--- config.mk ---
export PLATFORM = sky130hd
export DESIGN_NAME = timer_cmp_ctrl
export DESIGN_NICKNAME = d
export VERILOG_FILES = /design/src/rtl/timer_cmp_ctrl.sv
export SDC_FILE = /design/constraint.sdc
export NUM_CORES = 1
export LEC_CHECK = 0
export BUFFER_PORTS_ARGS = -buffer_cell sky130_fd_sc_hd__buf_4
export CAP_MARGIN = 20
export CELL_PAD_IN_SITES_DETAIL_PLACEMENT = 0
export CELL_PAD_IN_SITES_GLOBAL_PLACEMENT = 2
export CORE_MARGIN = 4
export CORE_UTILIZATION = 35
export DETAILED_ROUTE_END_ITERATION = 8
export HOLD_SLACK_MARGIN = 0.06
export PLACE_DENSITY = 0.9
export SETUP_SLACK_MARGIN = 0.4
export SLEW_MARGIN = 20
export SYNTH_ARGS = -nofsm -noshare
export SYNTH_HDL_FRONTEND = slang
export SYNTH_SLANG_ARGS = --single-unit
--- constraint.sdc ---
create_clock -name clock -period 3.5 [get_ports clock]
set_input_delay 0.175 -clock clock [delete_from_list [all_inputs] [get_ports clock]]
set_output_delay 0.175 -clock clock [all_outputs]
set_load 0.02 [all_outputs]
--- src/rtl/timer_cmp_ctrl.sv ---
// Compare/interrupt controller for the 64-bit uptime counter.
// Programs a 64-bit compare value and optional period, and raises a level irq on match.
module timer_cmp_ctrl #(
  parameter bit          PERIODIC_EN = 1'b1,
  parameter logic [63:0] RESET_CMP   = 64'hFFFF_FFFF_FFFF_FFFF
) (
  input  logic        clock,
  input  logic        reset,
  input  logic        sel,
  input  logic        we,
  input  logic [31:0] addr,
  input  logic [31:0] din,
  output logic [31:0] dout,
  input  logic [63:0] uptime,
  output logic        irq
);

  typedef enum logic [1:0] {ST_IDLE, ST_ARMED, ST_FIRED} state_t;

  state_t      r_state;
  state_t      w_state_next;
  logic [63:0] r_cmp;
  logic [31:0] r_shadow;
  logic [31:0] r_dout;
  logic        r_en;
  logic        r_periodic;
  logic        r_ie;
  logic        r_pending;
  logic [15:0] r_missed;
  logic [63:0] w_period;
  logic [31:0] w_rdata;

  logic [2:0] w_idx;
  logic       w_wr;
  logic       w_wr_cmp_lo;
  logic       w_wr_cmp_hi;
  logic       w_wr_ctrl;
  logic       w_wr_status;
  logic       w_wr_per_lo;
  logic       w_wr_per_hi;
  logic       w_clr;
  logic       w_fire;
  logic       w_reload;
  logic       w_unused;

  assign w_idx       = addr[4:2];
  assign w_wr        = sel & we;
  assign w_wr_cmp_lo = w_wr && (w_idx == 3'd0);
  assign w_wr_cmp_hi = w_wr && (w_idx == 3'd1);
  assign w_wr_ctrl   = w_wr && (w_idx == 3'd2);
  assign w_wr_status = w_wr && (w_idx == 3'd3);
  assign w_wr_per_lo = w_wr && (w_idx == 3'd4);
  assign w_wr_per_hi = w_wr && (w_idx == 3'd5);
  assign w_clr       = w_wr_status & din[0];
  assign w_unused    = ^{addr[31:5], addr[1:0]};

  assign w_fire   = (r_state == ST_ARMED) && (uptime >= r_cmp);
  assign w_reload = w_fire && r_periodic && (w_period != 64'd0);

  generate
    if (PERIODIC_EN) begin : g_period
      logic [63:0] r_period;
      always_ff @(posedge clock) begin
        if (reset) begin
          r_period <= 64'd0;
        end else begin
          if (w_wr_per_lo) r_period[31:0]  <= din;
          if (w_wr_per_hi) r_period[63:32] <= din;
        end
      end
      assign w_period = r_period;
    end else begin : g_no_period
      assign w_period = 64'd0;
    end
  endgenerate

  always_ff @(posedge clock) begin
    if (reset) r_state <= ST_IDLE;
    else       r_state <= w_state_next;
  end

  // Priority: disabling beats everything; a CMP_HI commit re-arms over a one-shot fire.
  always_comb begin
    w_state_next = r_state;
    case (r_state)
      ST_IDLE:  if (w_wr_ctrl && din[0]) w_state_next = ST_ARMED;
      ST_ARMED: if (w_fire && !w_reload) w_state_next = ST_FIRED;
      default:  w_state_next = r_state;
    endcase
    if (w_wr_cmp_hi && (r_state != ST_IDLE)) w_state_next = ST_ARMED;
    if (w_wr_ctrl && !din[0])                w_state_next = ST_IDLE;
  end

  always_ff @(posedge clock) begin
    if (reset) begin
      r_cmp      <= RESET_CMP;
      r_shadow   <= 32'd0;
      r_en       <= 1'b0;
      r_periodic <= 1'b0;
      r_ie       <= 1'b0;
      r_pending  <= 1'b0;
      r_missed   <= 16'd0;
    end else begin
      if (w_wr_cmp_lo) r_shadow <= din;
      if (w_wr_cmp_hi)   r_cmp <= {din, r_shadow};
      else if (w_reload) r_cmp <= r_cmp + w_period;
      if (w_wr_ctrl) begin
        r_en       <= din[0];
        r_periodic <= din[1] & PERIODIC_EN;
        r_ie       <= din[2];
      end
      // A fire coinciding with a clear keeps pending set.
      if (w_fire)     r_pending <= 1'b1;
      else if (w_clr) r_pending <= 1'b0;
      if (w_clr)
        r_missed <= 16'd0;
      else if (w_fire && r_pending && (r_missed != 16'hFFFF))
        r_missed <= r_missed + 16'd1;
    end
  end

  always_comb begin
    w_rdata = 32'd0;
    case (w_idx)
      3'd0: w_rdata = r_cmp[31:0];
      3'd1: w_rdata = r_cmp[63:32];
      3'd2: w_rdata = {29'd0, r_ie, r_periodic, r_en};
      3'd3: w_rdata = {r_missed, 15'd0, r_pending};
      3'd4: w_rdata = w_period[31:0];
      3'd5: w_rdata = w_period[63:32];
      default: w_rdata = 32'd0;
    endcase
  end

  always_ff @(posedge clock) begin
    if (reset)           r_dout <= 32'd0;
    else if (sel && !we) r_dout <= w_rdata;
  end

  assign dout = r_dout;
  assign irq  = r_pending & r_ie;

endmodule

==> qor.yml <==
floorplan:
  coreArea_um2: 41100
  rows: 74
  initial_utilization_pct: 35.6
  die_area_um2: 45100
  die_y_um: 212
  io_pins: 165
  fp.dieW_um: 212
synthesis:
  syn_area_per_cell_um2: 7.63
  synthCells: 1918
  synthXorXnorAreaFrac_pct: 3.65
  post_synth_num_cell_types: 70
  synth-simple-area-share_pct: 20.2
  ys_seq_area_share_pct: 29.3
  syn_area_um2: 14600
  yosys-top-cells-area: "dfxtp_1 29%, ha_1 11%, a21oi_1 7.9%"
  synth_edf_count: 0
  synth_top_family_by_area: "compound AO/OA/AOI/OAI gates"
  ys.warnings.count: 0
  netlist.area_leader.share_pct: 29.3
  synth_compound_area_share_pct: 24.4
  synth_seq_cells: 214
  yosysTopAreaCell: "dfxtp_1"
  synthAdderAreaFrac_pct: 11.1
  synth.area.mux_share_pct: 5.59
  yosys_most_used_dff: "dfxtp_1"
  synth-async-reset-ratio_pct: 0
  synth_fp_nets: 2179
placement:
  place_area_um2: 17400
  place_congestion: 0.951
  dp_hpwl_mm: 46.1
  port_buffers: 135
  dp_cells: 2662
critical_path:
  regToRegSetupSlack_ns: 0.30
  startpoint_type: "flop"
  end_kind: "flop"
  critPathKind: "flop to flop"
  reg2reg_to: "r_cmp[56]$_SDFFE_PP1P_"
  r2r_start: "g_period.r_period[8]$_SDFFE_PP0P_"
  cp_max_fo: 6
  worst_ep_required_time_ns: 3.99
  cp_data_arrival_time_ns: 3.70
  reg2regPathDepth: 14
clocking:
  cts_root_buffer: "clkbuf_16"
  cts.sinks: 214
  clk_pin_slew_ns: 0.06
  cts_tree: "built"
  htreeDepth: 1
  cts_inserted_buffers: 26
  clock_latency_ns: 0.57
  cts.path.max_buffers: 3
power:
  leakagePower_nw: 9.29
  power.switching_mw: 2.07
  clkPwrFrac_pct: 40.4
  intPower_mw: 4.88
  p_comb_share_pct: 23.4
  p_seq_share_pct: 36.1
  switching_share_pct: 29.8
  power_density_nw_per_um2: 350
  peakVddDrop_mv: 0.313
detailed_routing:
  wl_per_cell_um: 22.4
  dr.pass1.iters: 5
  antenna_left: 0
  vias_per_cell: 5.66
  first_iter_violations: 1398
  wirelength_mm: 62.3
  drcViolationCount: 0
  vias: 15700
layout:
  synthToLayoutAreaGrowth_pct: 35.6
  finalNetCount: 2488
  fill_cells: 4098
  fin_cells: 2778
  final_area_um2: 19800
  fin_util_pct: 48.3
  drive_above_1_share_pct: 26.7
outcome:
  status: "completed"
timing:
  clock-skew-final_ns: 0.0252
  rsz0062_at_grt: "yes"
  finalSetupViolations: 0
  min_period_ns: 3.20
  tightest_slew_ns: 0.913
  clock.fmax_mhz: 312
  final_hold_viol_count: 0
  post-route-period-util_pct: 91.6
  drv_slew: 0
  hold_ws_ns: 0.156
  setup_tns_ns: 0
  slew_headroom_pct: 39.0
run:
  cap_viol_max_count: 0
global_route:
  grt_max_degree: 57
  grt_pass1_wl_mm: 90.7
  antenna_found_initial: 0
  grt_pass1_vias: 14900
  grt_overflow_total: 0
  track_usage_pct: 26.1
min_path:
  hold_depth: 2
  hold_class: "input port to flop"
  holdPathEnd: "r_ie$_SDFFE_PP0P_"
  hp-start: "reset"
## registers in the layout, summed over array words and instances (netlist names), 2 cells and up
name / count
r_state: 2
g_period.r_period: 64
r_shadow: 32
r_missed: 16
r_cmp: 64
dout: 32
## cells by family after synthesis
kind of cell / Yosys count
xor gates and xnor gates: 61
muxes: 50
DFF: 214
and+or+nand+nor: 671
AOI/OAI and AO/OA: 572
buffers and inverters: 221
adders and majority gates: 129
## critical path: stages (launching register included)
cell	delay, ns
dfxtp_1	0.34
ha_2	0.42
nand2_1	0.09
or3_4	0.40
a21oi_2	0.11
buf_4	0.14
o31a_1	0.22
a21o_1	0.20
a311oi_4	0.11
buf_4	0.19
a21oi_2	0.13
buf_6	0.13
nor2_4	0.03
or4_1	0.52
nand3b_1	0.09
## cell usage in the layout, fill, tap and decap left out, drive strengths merged, types with 4 or more instances in the layout
cell and instances:
dfxtp 214, mux2 4, a21oi 233, nand2 308
or3 9, o22ai 7, a2111oi 4, a31o 5
nor3 27, nand4 41, o21ai 97, and3 12
mux2i 21, xor2 20, buf 358, o2111ai 7
ha 128, nor4 28, nor2b 6, o21a 8
nand2b 11, xnor2 41, mux4 25, and2 4
a21o 57, o31a 4, o211ai 23, a31oi 13
inv 108, clkinvlp 4, nor2 174, a22oi 33
nand3b 5, a211oi 35, dlygate4sd3 32, nand3 31
clkbuf 40, o21bai 15
## final cells by class
class,count,area (um2),share of cell area [%]
clock buffers,38,767,3.87
well taps,532,666,3.36
repair buffers,393,3270,16.5
flip-flops and latches,214,4330,21.8
multi-input cells,1484,10300,51.9
inverters,108,408,2.06
clock inverters,8,100,0.505
diodes,1,2.50,0.0126
## cell usage after synthesis, types with 4 or more instances
master and n:
nand2_1 308, a21oi_1 231, dfxtp_1 214, nor2_1 174
ha_1 128, inv_1 108, clkbuf_1 91, o21ai_0 88
a21o_1 57, nand4_1 41, xnor2_1 41, a211oi_1 35
a22oi_1 33, nand3_1 31, nor4_1 28, nor3_1 27
mux4_2 25, o211ai_1 23, mux2i_1 21, xor2_1 20
o21bai_1 15, a31oi_1 13, and3_1 12, buf_2 12
nand2b_1 11, buf_1 9, or3_1 9, o21a_1 8
o21ai_1 8, o2111ai_1 7, o22ai_1 7, nor2b_1 6
a31o_2 5, nand3b_1 5, and2_1 4, mux2_2 4
o31a_1 4
## stage by stage
stage | power [mW] | setup WS, ns
after global placement | 3.95 | 0.143
after floorplan | 3.33 | 0.578
after global routing | 7.19 | 0.228
final | 6.95 | 0.296
after CTS | 6.85 | 0.277
after detailed placement | 3.96 | 0.107
## worst max-delay path by stage
stage	endpoint	startpoint	slack (ns)	depth (start not counted)
after floorplan	r_cmp[52]$_SDFFE_PP1P_	r_cmp[9]$_SDFFE_PP1P_	0.58	12
after global placement	r_cmp[52]$_SDFFE_PP1P_	r_cmp[0]$_SDFFE_PP1P_	0.14	16
after detailed placement	r_cmp[46]$_SDFFE_PP1P_	r_cmp[0]$_SDFFE_PP1P_	0.11	17
after CTS	r_cmp[52]$_SDFFE_PP1P_	g_period.r_period[15]$_SDFFE_PP0P_	0.28	14
after global routing	r_cmp[56]$_SDFFE_PP1P_	g_period.r_period[8]$_SDFFE_PP0P_	0.23	14
final	r_cmp[56]$_SDFFE_PP1P_	g_period.r_period[8]$_SDFFE_PP0P_	0.30	14
## power groups by stage
stage | logic (mW) | clock network [mW] | registers, mW
after floorplan | 0.765 | 0 | 2.57
after global routing | 1.74 | 2.94 | 2.51
after global placement | 1.39 | 0 | 2.56
after CTS | 1.49 | 2.84 | 2.51
after detailed placement | 1.39 | 0 | 2.57
final | 1.63 | 2.81 | 2.51
## routing by layer
layer	global-route usage (%)	wire length [um]	vias up
li1	-	-	7481
met4	9.95	2330	0
met3	4.72	4490	109
met5	0	0	-
met1	35.2	27000	7584
met2	41.9	28500	546
## timing repair
item / in CTS / in global routing
cloned: 3 / 2
hold endpoints to repair: 131 / 0
pin swaps: 21 / 57
gates resized for setup: 75 / 159
buffers inserted: 12 / 20
hold buffers: 32 / 0
setup endpoints to repair: 77 / 77
(Power assumes the default switching activity.)
